**src/rtl/regmodel0_mutex_pkg.sv**
```systemverilog
`default_nettype none
// ============================================================================
// Module   : regmodel0_mutex_pkg
// Brief    : Shared types and default widths for the regmodel0 mutex bank.
// Revision : 1.0 - initial release
// ============================================================================
package regmodel0_mutex_pkg;

    localparam int c_num_mutex_dflt = 8;
    localparam int c_swid_w_dflt    = 31;
    localparam int c_reqinfo_w_dflt = 6;
    localparam int c_lease_w_dflt   = 16;

    typedef enum logic [1:0] {
        NONE    = 2'd0,
        GRANT   = 2'd1,
        RELEASE = 2'd2,
        REJECT  = 2'd3
    } access_result_e;

    typedef struct packed {
        logic                        lock;
        logic [c_swid_w_dflt-1:0]    owner_swid;
        logic [c_reqinfo_w_dflt-1:0] owner_reqinfo;
    } mutex_entry_t;

endpackage
`default_nettype wire

```
**src/rtl/regmodel0_mutex_entry.sv**
```systemverilog
`default_nettype none
// ============================================================================
// Module   : regmodel0_mutex_entry
// Brief    : One mutex entry: owner state, ownership compare, optional lease
//            counter (MUTEX_LEASE_TIMEOUT_EN).
// Revision : 1.0 - initial release
// ============================================================================
module regmodel0_mutex_entry
    import regmodel0_mutex_pkg::*;
#(
    parameter int SWID_W    = c_swid_w_dflt,
`ifdef MUTEX_LEASE_TIMEOUT_EN
    parameter int LEASE_W   = c_lease_w_dflt,
`endif
    parameter int REQINFO_W = c_reqinfo_w_dflt
) (
    input  logic                 clk,
    input  logic                 rst,
    input  logic                 req,
    input  logic                 acquire,
    input  logic [SWID_W-1:0]    swid_din,
    input  logic [REQINFO_W-1:0] reqinfo,
`ifdef MUTEX_LEASE_TIMEOUT_EN
    input  logic [LEASE_W-1:0]   lease_limit,
    output logic                 expire,
`endif
    output logic                 lock,
    output logic [SWID_W-1:0]    owner_swid,
    output access_result_e       result
);

    logic                 r_lock;
    logic [SWID_W-1:0]    r_swid;
    logic [REQINFO_W-1:0] r_reqinfo;
    logic                 w_match;
    logic                 w_expire;

    assign w_match = r_lock && (r_swid == swid_din) && (r_reqinfo == reqinfo);

    always_comb begin
        result = NONE;
        if (req) begin
            if (acquire) begin
                result = (!r_lock || w_match) ? GRANT : REJECT;
            end else begin
                result = w_match ? RELEASE : REJECT;
            end
        end
    end

`ifdef MUTEX_LEASE_TIMEOUT_EN
    logic [LEASE_W-1:0] r_cnt;

    // An owner renew or release in the expiry cycle takes priority over expiry.
    assign w_expire = r_lock && (r_cnt == LEASE_W'(1)) && (lease_limit != '0)
                      && (result != RELEASE) && (result != GRANT);
    assign expire   = w_expire;

    always_ff @(posedge clk) begin
        if (rst) begin
            r_cnt <= '0;
        end else if (result == GRANT) begin
            r_cnt <= lease_limit;
        end else if (result == RELEASE || w_expire) begin
            r_cnt <= '0;
        end else if (r_lock && r_cnt != '0) begin
            r_cnt <= r_cnt - LEASE_W'(1);
        end
    end
`else
    assign w_expire = 1'b0;
`endif

    always_ff @(posedge clk) begin
        if (rst) begin
            r_lock    <= 1'b0;
            r_swid    <= '0;
            r_reqinfo <= '0;
        end else if (result == GRANT) begin
            r_lock    <= 1'b1;
            r_swid    <= swid_din;
            r_reqinfo <= reqinfo;
        end else if (result == RELEASE || w_expire) begin
            r_lock    <= 1'b0;
            r_swid    <= '0;
            r_reqinfo <= '0;
        end
    end

    assign lock       = r_lock;
    assign owner_swid = r_swid;

endmodule
`default_nettype wire

```
**src/rtl/regmodel0_mutex_bank.sv**
```systemverilog
`default_nettype none
// ============================================================================
// Module   : regmodel0_mutex_bank
// Brief    : Indexed bank of NUM_MUTEX hardware mutexes with ownership-checked
//            release; optional lease timeout under MUTEX_LEASE_TIMEOUT_EN.
// Revision : 1.0 - initial release
// ============================================================================
module regmodel0_mutex_bank
    import regmodel0_mutex_pkg::*;
#(
    parameter int NUM_MUTEX = c_num_mutex_dflt,
    parameter int SWID_W    = c_swid_w_dflt,
    parameter int REQINFO_W = c_reqinfo_w_dflt,
`ifdef MUTEX_LEASE_TIMEOUT_EN
    parameter int LEASE_W   = c_lease_w_dflt,
`endif
    parameter int IDX_W     = (NUM_MUTEX > 1) ? $clog2(NUM_MUTEX) : 1
) (
    input  logic                 clk,
    input  logic                 rst,
    input  logic [IDX_W-1:0]     sel,
    input  logic [REQINFO_W-1:0] reqinfo,
    input  logic [SWID_W-1:0]    swid_din,
    input  logic                 swid_w,
    input  logic                 swid_r,
    input  logic                 lock_din,
    input  logic                 lock_w,
`ifdef MUTEX_LEASE_TIMEOUT_EN
    input  logic [LEASE_W-1:0]   lease_limit,
    output logic                 timeout_pulse,
`endif
    output logic [SWID_W-1:0]    swid_qout,
    output logic                 lock_qout,
    output logic                 acq_ok,
    output logic                 err,
    output logic [NUM_MUTEX-1:0] lock_vec
);

    logic                 w_wr_any;
    logic                 w_wr_ok;
    logic                 w_sel_hit;
    logic [NUM_MUTEX-1:0] w_hit;
    logic [NUM_MUTEX-1:0] w_lock;
    logic [NUM_MUTEX-1:0] w_grant;
    logic [NUM_MUTEX-1:0] w_reject;
    logic [NUM_MUTEX-1:0] w_expire;
    logic [SWID_W-1:0]    w_swid [NUM_MUTEX];
    logic [SWID_W-1:0]    w_rd_swid;
    logic                 w_rd_lock;
    logic                 w_err_next;

    logic [SWID_W-1:0]    r_swid_qout;
    logic                 r_lock_qout;
    logic                 r_acq_ok;
    logic                 r_err;

    assign w_wr_any  = lock_w | swid_w;
    assign w_wr_ok   = lock_w & swid_w;
    // Out-of-range indices simply match no entry.
    assign w_sel_hit = |w_hit;

    generate
        for (genvar i = 0; i < NUM_MUTEX; i++) begin : g_entry
            access_result_e w_res;

            assign w_hit[i] = (sel == IDX_W'(i));

            regmodel0_mutex_entry #(
                .SWID_W    (SWID_W),
`ifdef MUTEX_LEASE_TIMEOUT_EN
                .LEASE_W   (LEASE_W),
`endif
                .REQINFO_W (REQINFO_W)
            ) u_entry (
                .clk         (clk),
                .rst         (rst),
                .req         (w_wr_ok & w_hit[i]),
                .acquire     (lock_din),
                .swid_din    (swid_din),
                .reqinfo     (reqinfo),
`ifdef MUTEX_LEASE_TIMEOUT_EN
                .lease_limit (lease_limit),
                .expire      (w_expire[i]),
`endif
                .lock        (w_lock[i]),
                .owner_swid  (w_swid[i]),
                .result      (w_res)
            );

`ifndef MUTEX_LEASE_TIMEOUT_EN
            assign w_expire[i] = 1'b0;
`endif
            assign w_grant[i]  = (w_res == GRANT);
            assign w_reject[i] = (w_res == REJECT);
        end
    endgenerate

    always_comb begin
        w_rd_swid = '0;
        w_rd_lock = 1'b0;
        for (int k = 0; k < NUM_MUTEX; k++) begin
            if (w_hit[k]) begin
                w_rd_swid = w_swid[k];
                w_rd_lock = w_lock[k];
            end
        end
    end

    assign w_err_next = w_wr_any & (~w_wr_ok | ~w_sel_hit | (|w_reject));

    always_ff @(posedge clk) begin
        if (rst) begin
            r_swid_qout <= '0;
            r_lock_qout <= 1'b0;
            r_acq_ok    <= 1'b0;
            r_err       <= 1'b0;
        end else begin
            if (swid_r) begin
                r_swid_qout <= w_rd_swid;
                r_lock_qout <= w_rd_lock;
            end
            r_acq_ok <= |w_grant;
            r_err    <= w_err_next;
        end
    end

`ifdef MUTEX_LEASE_TIMEOUT_EN
    logic r_timeout;

    always_ff @(posedge clk) begin
        if (rst) begin
            r_timeout <= 1'b0;
        end else begin
            r_timeout <= |w_expire;
        end
    end

    assign timeout_pulse = r_timeout;
`else
    logic w_unused_expire;
    assign w_unused_expire = |w_expire;
`endif

    assign swid_qout = r_swid_qout;
    assign lock_qout = r_lock_qout;
    assign acq_ok    = r_acq_ok;
    assign err       = r_err;
    assign lock_vec  = w_lock;

endmodule
`default_nettype wire

```
**config.mk**
```make
export PLATFORM = sky130hd
export DESIGN_NAME = regmodel0_mutex_bank
export DESIGN_NICKNAME = d
export VERILOG_FILES = /design/src/rtl/regmodel0_mutex_pkg.sv /design/src/rtl/regmodel0_mutex_entry.sv /design/src/rtl/regmodel0_mutex_bank.sv
export SDC_FILE = /design/constraint.sdc
export NUM_CORES = 1
export LEC_CHECK = 0
export BUFFER_PORTS_ARGS = -buffer_cell sky130_fd_sc_hd__buf_2
export CAP_MARGIN = 5
export CORE_ASPECT_RATIO = 0.8
export CORE_MARGIN = 1
export CORE_UTILIZATION = 60
export CTS_CLUSTER_DIAMETER = 120
export CTS_CLUSTER_SIZE = 25
export DETAILED_ROUTE_END_ITERATION = 16
export PLACE_DENSITY_LB_ADDON = 0.05
export REMOVE_ABC_BUFFERS = 1
export SLEW_MARGIN = 20
export SYNTH_ARGS = -nofsm -noshare
export SYNTH_HDL_FRONTEND = slang
export SYNTH_HIERARCHICAL = 1
export SYNTH_SLANG_ARGS = --single-unit
```
**constraint.sdc**
```tcl
create_clock -name clk -period 6.7 [get_ports clk]
set_input_delay 1.005 -clock clk [delete_from_list [all_inputs] [get_ports clk]]
set_output_delay 1.005 -clock clk [all_outputs]
set_load 0.05 [all_outputs]
```
# == After elaboration in Yosys (flattened, before gate mapping) ==
# Index checks and enable logic that the tools add are counted.
# W data, S select, Z words.
# totals
memories,0
ff_bits,338
in_bits,46
word_cells,230
mem_bits_rw,0
latch_bits,0
mem_bits_ro,0
output_inout_bits,42
# classes
mul,0
n_eq_ne,47
reduce_logical,44
n_div,0
n_bitwise,15
shifts,0
n_lt_le_gt_ge,0
n_mux,96
addsub,0
# ops
op,n
$mux W31,24
$eq A31 B31 Y1,8
$mux W6,16
$eq A6 B6 Y1,8
$mux W2,24
$eq A2 B2 Y1 const B,16
$mux W1,32
$reduce_or A8 Y1,3
$eq A2 B1 Y1 const B,8
$logic_and A1 B1 Y1,16
$reduce_bool A2 Y1,8
$eq A3 B3 Y1 const B,4
$and A1 B1 Y1,10
$logic_not A1 Y1,8
$logic_or A1 B1 Y1,8
$eq A3 B2 Y1 const B,2
$eq A3 B1 Y1 const B,1
$logic_not A3 Y1,1
$or A1 B1 Y1,3
$not A1 Y1,2

# == Depth between registers and ports, before layout ==
# Gate-level depths: netlist of the first run.
# logic_depth
word_depth,11
mapped_depth,14
depth_no_buf,10

# == Cells and area by module ==
# The synthesis of the first run kept the hierarchy.
# by_module_without_submodules
mod,cells_per_inst,n_inst,seq_area_each_um2,area_each_um2
regmodel0_mutex_entry,261,8,760.7,1921.8
regmodel0_mutex_bank,440,1,680.7,3357.0

# == Worst setup path after synthesis of the first run ==
# Ideal clock, no wire load.
# synth_timing
path_type,input port to flip-flop
from,input port sel[2]
to,register g_entry[0].u_entry.r_swid[28]
required_ns,6.572
setup_slack_ns,3.623
setup_time_ns,0.128
arrival_ns,2.949
cell_stages,13
n_path_buf,4
cell_sequence,buf_6 inv_2 buf_2 nand3_1 nor3_1 o21ai_0 a41o_1 ha_1 buf_2 buf_2 nor2_1 a21oi_1 nor2_1
# synth_via
elab_chain_cells,5
elab_cells_between_ends,7
classes_between,eq/ne: 2; mux: 2; bitwise: 1; reduce/logical: 2
# synth_rtl
item,line,text
start: declaration,regmodel0_mutex_bank.sv:21,"input logic [IDX_W-1:0] sel,"
$logic_not A3 Y1 *,regmodel0_mutex_bank.sv:66,assign w_hit[i] = (sel == IDX_W'(i));
$and A1 B1 Y1 *,regmodel0_mutex_bank.sv:77,".req (w_wr_ok & w_hit[i]),"
$mux W2 *,regmodel0_mutex_entry.sv:42,if (req) begin
$eq A2 B1 Y1 or $eq A2 B2 Y1 (tied branches),"regmodel0_mutex_entry.sv:79, regmodel0_mutex_entry.sv:83",
$mux W31 or $reduce_bool A2 Y1 (tied branches),--,
end signal: assignment,regmodel0_mutex_entry.sv:81,r_swid <= swid_din;
end: declaration,regmodel0_mutex_entry.sv:33,logic [SWID_W-1:0] r_swid;
# Mark *: on every way between the ends. The rest lies on a longest branch, timed or not.
# A chain may end at the register's enable or synchronous reset.

# == Worst setup path after layout of the first run ==
# layout_timing
from,input port swid_din[24]
to,register g_entry[6].u_entry.r_reqinfo[5]
# layout_via
elab_cells_between_ends,12
classes_between,eq/ne: 3; mux: 5; reduce/logical: 4
# layout_lines
item,line,text
start: declaration,regmodel0_mutex_bank.sv:23,"input logic [SWID_W-1:0] swid_din,"
$eq A31 B31 Y1 *,regmodel0_mutex_entry.sv:38,assign w_match = r_lock && (r_swid == swid_din) && (r_reqinfo == reqinfo);
$logic_and A1 B1 Y1 * (2 in series),regmodel0_mutex_entry.sv:38,
$mux W1 *,regmodel0_mutex_entry.sv:46,result = w_match ? RELEASE : REJECT;
$mux W2 *,regmodel0_mutex_entry.sv:43,if (acquire) begin
$mux W2 *,regmodel0_mutex_entry.sv:42,
via g_entry[6].w_res[0],regmodel0_mutex_bank.sv:64,access_result_e w_res;
$eq A2 B1 Y1 or $eq A2 B2 Y1 (tied branches),"regmodel0_mutex_entry.sv:79, regmodel0_mutex_entry.sv:83",
$mux W6 or $reduce_bool A2 Y1 (tied branches),--,
end signal: assignment,regmodel0_mutex_entry.sv:82,r_reqinfo <= reqinfo;
end: declaration,regmodel0_mutex_entry.sv:34,logic [REQINFO_W-1:0] r_reqinfo;
# Mark *: on every way through the listed nets, which the timed path passes. The rest lies on a longest branch.

==> flow_summary.yaml, run 1 <==
status:
  status: "finished clean"
worst_setup_path:
  critical-path-top-delay-family: "simple AND/OR/NAND/NOR gates"
  max_stage_delay_ps: 1090
  start_kind: "input port"
  crit_start: "swid_din[24]"
  crit_buf_inv: 2
  cp-end-kind: "flip-flop"
  cp_cell_sequence: "buf_2 -> xnor2_1 -> nand4_1 -> nor4_2 -> a41oi_1 -> ha_2 -> buf_4 -> nor2_1 -> a21oi_1 -> nor2_1"
  criticalPathCategory: "in2reg"
  cpMaxStageDelayCell: "ha_2"
  crit_required_ps: 7060
  ff2ff_setup_slack_ps: 2710
  crit-reg2reg-launch: "g_entry[6].u_entry/owner_swid[24]"
  reg2reg_depth: 9
  reg2reg_to: "g_entry[6].u_entry/r_reqinfo[5]"
  crit_top_cell: "nor2_1"
  cp_max_fo: 44
  crit_arrival_ps: 4800
floorplan:
  initial_core_util_pct: 61.4
  dieArea_mm2: 0.0319
  placementRows: 57
  die_w_um: 200
  ios: 88
  core_area_mm2: 0.0305
  die_h_um: 160
global_route:
  grt_pass1_wl_mm: 88.4
  gr-usage-all-layers_pct: 35.1
  grt_start_max_net_pins: 141
  grt-ovfl-total: 0
  antenna_found_initial: 0
  grt_pass1_vias: 15800
logic_synthesis:
  synth_cells: 2528
  synth-main-ff-cell: "dfxtp_1"
  synth.most_common_cell: "nor2_1"
  synth_top_area_share_pct: 36.1
  yosys-top-cells-area: "dfxtp_1 36%, nor2_1 13%, xnor2_1 12%, a21oi_1 8.0%, nand2_1 6.8%"
  syn_area_per_cell_um2: 7.41
  syn_area_mm2: 0.0187
  yosysWarnings: 6
  synth-seq-cells: 338
  synth_cell_types: 44
  async_flop_share_pct: 0
  synth_top_cell_by_area: "dfxtp_1"
  ys_seq_area_share_pct: 36.1
  synth-edff-count: 0
  synth_common_cells: "640 x nor2_1, 339 x nand2_1, 338 x dfxtp_1"
cts:
  cts_hold_repair.buffers: 0
  cts_tree: "yes"
  clkSinkCount: 338
  clk_pin_slew_ps: 100
  ctsResizeCount: 0
  cts_buffer_depth: 3
  cts_max_level: 1
  clk_latency_ps: 530
  post-cts-setup-buffers: 0
  numCtsBuffers: 17
  clockRootBuffer: "clkbuf_16"
sta:
  tightest_slew_ps: 1160
  min_period_ps: 4440
  setup_viol: 0
  finalSetupTns_ps: 0
  maxSlewHeadroom_pct: 22.4
  period_share_pct: 66.3
  final-hold-violation-count: 0
  rsz0062_at_grt: "no"
  slew_violations: 0
  fmax_mhz: 225
  fin_skew_ps: 33.5
  hold_slack_ps: 446
drt:
  first_pass_iters: 5
  avgRoutedWirePerCell_um: 19.6
  totalWireLength_mm: 56.8
  drcViolationCount: 0
  drt_iter0_markers: 1910
  vias: 17500
  drt-vias-per-instance: 6.04
  ant_nets: 0
finish:
  syn_to_final_growth_pct: 3.99
  drive_gt1_share_pct: 6.45
  fin_util_pct: 63.8
  diodes: 0
  final_nets: 2544
job:
  drv_cap: 0
placement:
  dp_hpwl_mm: 36.4
  numPortBuffers: 87
  place_congestion: 0.963
worst_hold_path:
  whs_endpoint: "swid_qout[6]"
  hold_class: "reg2reg"
  worstHoldPathCells: 2
  min_from: "swid_qout[6]"
power:
  leakage_nw: 6.18
  power_density_mw_per_mm2: 184
  irDropWorstVdd_v: 0.000168
[area by class of cell]
class	instances	area, um2
Clock inverter	1	16.3
Inverter	34	128
Sequential cell	338	6770
Timing Repair Buffer	106	591
Multi-Input combinational cell	1985	11000
Tap cell	413	517
Clock buffer	17	425
Fill cell	2812	11000
[logic make-up (layout without fill, tap and decap cells)]
group	Yosys count	after routing	share of synthesized area [%]
simple gates	1112	1112	24.8
compound gates	503	503	16.0
fa+ha+maj	16	16	1.07
xor+xnor	296	296	13.8
flops	338	338	36.1
mux	58	58	3.10
buf+inv	205	158	5.10
[layout by cell type (no fill, tap or decap), types with 3 or more instances in the layout]
master / netlist / final
o2bb2ai_1: 23 / 23
and3_1: 8 / 8
nor2_1: 640 / 639
a22oi_1: 9 / 9
xor2_1: 32 / 32
o21ai_1: 20 / 20
a221oi_1: 3 / 3
ha_1: 16 / 8
a211oi_1: 23 / 23
dfxtp_1: 338 / 338
a21oi_1: 298 / 298
a311oi_1: 6 / 6
o21ai_0: 57 / 57
a22o_1: 24 / 24
nor4_1: 8 / 8
inv_1: 33 / 33
nor4_2: 16 / 16
a311oi_2: 4 / 4
nand4_1: 64 / 64
ha_2: 0 / 8
a41o_1: 8 / 8
mux2i_1: 58 / 58
buf_4: 2 / 20
o221ai_1: 9 / 9
nand3b_1: 23 / 23
xnor2_1: 264 / 264
buf_2: 67 / 85
clkbuf_16: 0 / 17
nand2_1: 339 / 339
a41oi_1: 16 / 16
[sequential cells by signal, summed over array words and instances, names as in the netlist]
signal and flops:
swid_qout 31, g_entry.u_entry/r_reqinfo 48, err 1, lock_qout 1
g_entry.u_entry/owner_swid 248, acq_ok 1, g_entry.u_entry/lock 8
[power by group]
group	internal (W)	switching [W]	total (W)
combinational	0.000120	0.000313	0.000432
sequential	0.00202	0.00000564	0.00202
clock	0.000464	0.000674	0.00114
total	0.00260	0.000993	0.00359
[per-stage QoR]
step,total power [W],cells,setup slack (ps),instance area (um2)
3_5_place_dp,0.00249,2876,1900,19000
2_1_floorplan,0.00228,2357,2920,17900
6_report,0.00359,2894,2260,19500
4_1_cts,0.00360,2894,2440,19500
3_3_place_gp,0.00249,2876,1980,19000
5_1_grt,0.00370,2894,2160,19500
[how the worst max path moves through the flow]
stage                                                    to  cells after the start
after global placement    g_entry[3].u_entry/owner_swid[13]                     10
after global routing      g_entry[3].u_entry/owner_swid[25]                     10
after floorplan                     g_entry[0].u_entry/lock                      8
after CTS                 g_entry[3].u_entry/owner_swid[27]                     10
final                       g_entry[6].u_entry/r_reqinfo[5]                     10
after detailed placement  g_entry[3].u_entry/owner_swid[27]                     10
[routing by layer]
layer	vias to the layer above	part of all wire, %	wire length (um)	track usage, %
met2	728	44	24900	54.3
li1	8310	-	-	-
met3	92	8.7	4950	4.96
met4	0	2.6	1490	10.4
met5	-	0	0	0
met1	8360	45	25400	50.4
[worst reg2reg max path: cells and delay by family (launching register included)]
family / cells / cell delay (ps)
AO/OA/AOI/OAI: 2 / 560
AND/OR/NAND/NOR: 4 / 1160
buffers and inverters: 1 / 490
flip-flops: 1 / 340
adder cells (fa/ha/maj): 1 / 1090
XOR/XNOR: 1 / 190
No activity file was read; power rests on OpenSTA's default activity.
==> inputs of run 2 (changes only) <==
--- a/config.mk
+++ b/config.mk
@@ -5,11 +5,12 @@
 export SDC_FILE = /design/constraint.sdc
 export NUM_CORES = 1
 export LEC_CHECK = 0
+export ABC_AREA = 1
 export BUFFER_PORTS_ARGS = -buffer_cell sky130_fd_sc_hd__buf_2
 export CAP_MARGIN = 5
 export CORE_ASPECT_RATIO = 0.8
 export CORE_MARGIN = 1
-export CORE_UTILIZATION = 60
+export CORE_UTILIZATION = 57
 export CTS_CLUSTER_DIAMETER = 120
 export CTS_CLUSTER_SIZE = 25
 export DETAILED_ROUTE_END_ITERATION = 16
==> constraint.sdc (replaced) <==
create_clock -name clk -period 3.72 [get_ports clk]
set_input_delay 0.558 -clock clk [delete_from_list [all_inputs] [get_ports clk]]
set_output_delay 0.558 -clock clk [all_outputs]
set_load 0.05 [all_outputs]
==> flow_summary.yaml, run 2 <==
logic_synthesis:
  synth-seq-cells: 338
  async_flop_share_pct: 0
  synth_top_cell_by_area: "dfxtp_1"
  syn_area_per_cell_um2: 6.20
  syn_area_mm2: 0.0201
  synth_common_cells: "774 x nand2_1, 491 x inv_1, 402 x a21oi_1"
  yosysWarnings: 6
  synth-edff-count: 0
  synth.most_common_cell: "nand2_1"
  ys_seq_area_share_pct: 33.7
  synth_cells: 3235
  synth-main-ff-cell: "dfxtp_1"
  synth_top_area_share_pct: 33.7
  synth_cell_types: 26
  yosys-top-cells-area: "dfxtp_1 34%, nand2_1 14%, a21oi_1 10%, inv_1 9.2%, a211oi_1 7.5%"
sta:
  tightest_slew_ps: 986
  maxSlewHeadroom_pct: 33.9
  fmax_mhz: 345
  slew_violations: 0
  setup_viol: 0
  fin_skew_ps: 18.7
  final-hold-violation-count: 0
  min_period_ps: 2890
  finalSetupTns_ps: 0
  rsz0062_at_grt: "no"
  period_share_pct: 77.8
placement:
  numPortBuffers: 87
  dp_hpwl_mm: 44.4
  placed_cells: 3658
  place_congestion: 0.919
worst_setup_path:
  criticalPathCategory: "in2reg"
  crit_required_ps: 4160
  crit_buf_inv: 3
  cpMaxStageDelayCell: "buf_2"
  crit_arrival_ps: 3340
  cp-end-kind: "flip-flop"
  start_kind: "input port"
  max_stage_delay_ps: 400
  cp_cell_sequence: "buf_2 -> inv_1 -> nand2_1 -> nand2_1 -> nor2_1 -> nand2_1 -> nor2_1 -> nand3_1 -> nor3_1 -> nor2_1 -> ha_2 -> buf_4 -> a21oi_1 -> a211oi_1"
  cp_max_fo: 41
  critical-path-top-delay-family: "simple AND/OR/NAND/NOR gates"
global_route:
  busiest_layer: "met2"
  grt_util_met1_pct: 52.1
  grt_pass1_wl_mm: 99.8
  use_met3_pct: 4.63
  gr-usage-all-layers_pct: 35.1
  gr-usage-met2_pct: 53.0
  grt_pass1_vias: 18200
  grt-ovfl-total: 0
  antenna_found_initial: 0
  grt_start_max_net_pins: 105
floorplan:
  ios: 88
  dieArea_mm2: 0.0360
  initial_core_util_pct: 57.8
  placementRows: 61
  die_h_um: 170
  die_w_um: 212
  core_area_mm2: 0.0347
cts:
  cts_tree: "yes"
  clkSinkCount: 338
  clk_latency_ps: 540
  clk_pin_slew_ps: 110
  cts_max_level: 1
  numCtsBuffers: 17
  cts_buffer_depth: 3
  cts_hold_repair.buffers: 0
  post-cts-setup-buffers: 0
  clockRootBuffer: "clkbuf_16"
  ctsResizeCount: 0
power:
  power_density_mw_per_mm2: 335
  irDropWorstVdd_v: 0.000389
  leakage_nw: 9.63
drt:
  ant_nets: 0
  drcViolationCount: 0
  drt_iter0_markers: 2293
  avgRoutedWirePerCell_um: 17.5
  first_pass_iters: 6
  vias: 21000
  drt-vias-per-instance: 5.70
  totalWireLength_mm: 64.4
worst_hold_path:
  hold_class: "in2reg"
status:
  status: "finished clean"
finish:
  fill_cells: 3392
  syn_to_final_growth_pct: 5.94
  layout.cells.non_filler: 3676
  largest_reg_flops: 248
  final_nets: 3267
  layout_common_cells: "774 x nand2_1, 491 x inv_1, 402 x a21oi_1"
  mostFrequentLayoutCell: "nand2_1"
  fin_util_pct: 61.2
  diodes: 0
  drive_gt1_share_pct: 5.34
job:
  drv_cap: 0
[run 2: cell types whose count changed in the layout (fill, tap and decap cells not counted), sizes merged, moves of 104 or more]
cell    before  now
nor2       642  400
nand2      340  774
xnor2      264   16
a211oi      23  200
inv         34  497
a21oi      298  402
o21ai       77  201
[run 2: path summary, 6_finish.rpt]
check | startpoint | endpoint | slack, ps | cells past startpoint
min reg2reg | swid_qout[23] | swid_qout[23] | 470 | 2
max reg2reg | g_entry[2].u_entry/owner_swid[14] | g_entry[2].u_entry/owner_swid[19] | 930 | 13
min | lock_w | err | 240 | 3
max | swid_din[10] | g_entry[2].u_entry/owner_swid[19] | 830 | 14
[run 2: through the flow]
step	area [um2]	total power (W)	setup slack, ps	hold slack, ps
CTS	21300	0.00713	906	224
finish	21300	0.00711	825	237
global placement	20800	0.00505	473	449
global route	21300	0.00740	569	257
detailed placement	20800	0.00507	356	453
floorplan	19300	0.00458	-558	452
[run 2: layer usage]
layer | vias to the layer above | wire, um
met5 | - | 0
met4 | 0 | 1600
met3 | 91 | 5780
li1 | 10400 | -
met2 | 862 | 27700
met1 | 9662 | 29300
[run 2: cells by family after synthesis]
| family | Yosys count | share of synthesized area, % |
|---|---|---|
| simple gates | 1333 | 26.6 |
| fa+ha+maj | 16 | 0.998 |
| xor+xnor | 48 | 2.10 |
| flops | 338 | 33.7 |
| compound gates | 827 | 23.6 |
| buf+inv | 673 | 13.0 |
[run 2: area by class of cell]
| type | instances | area, um2 | share of cell area [%] |
|---|---|---|---|
| Timing Repair Buffer | 126 | 875 | 4.11 |
| Tap cell | 472 | 591 | 2.78 |
| Inverter | 498 | 1870 | 8.79 |
| Clock buffer | 17 | 425 | 2.00 |
| Multi-Input combinational cell | 2224 | 10700 | 50.4 |
| Sequential cell | 338 | 6770 | 31.8 |
| Clock inverter | 1 | 16.3 | 0.0765 |
[run 2: tightest hold or removal path, cell delays in order]
cell and delay (ps):
buf_2 90, o211ai_1 70, inv_1 50
[run 2: power by group]
| group | internal (W) | total, W | switching, W |
|---|---|---|---|
| Clock | 0.000836 | 0.00209 | 0.00125 |
| Combinational | 0.000336 | 0.00118 | 0.000847 |
| Sequential | 0.00375 | 0.00384 | 0.0000942 |
| Total | 0.00492 | 0.00711 | 0.00220 |
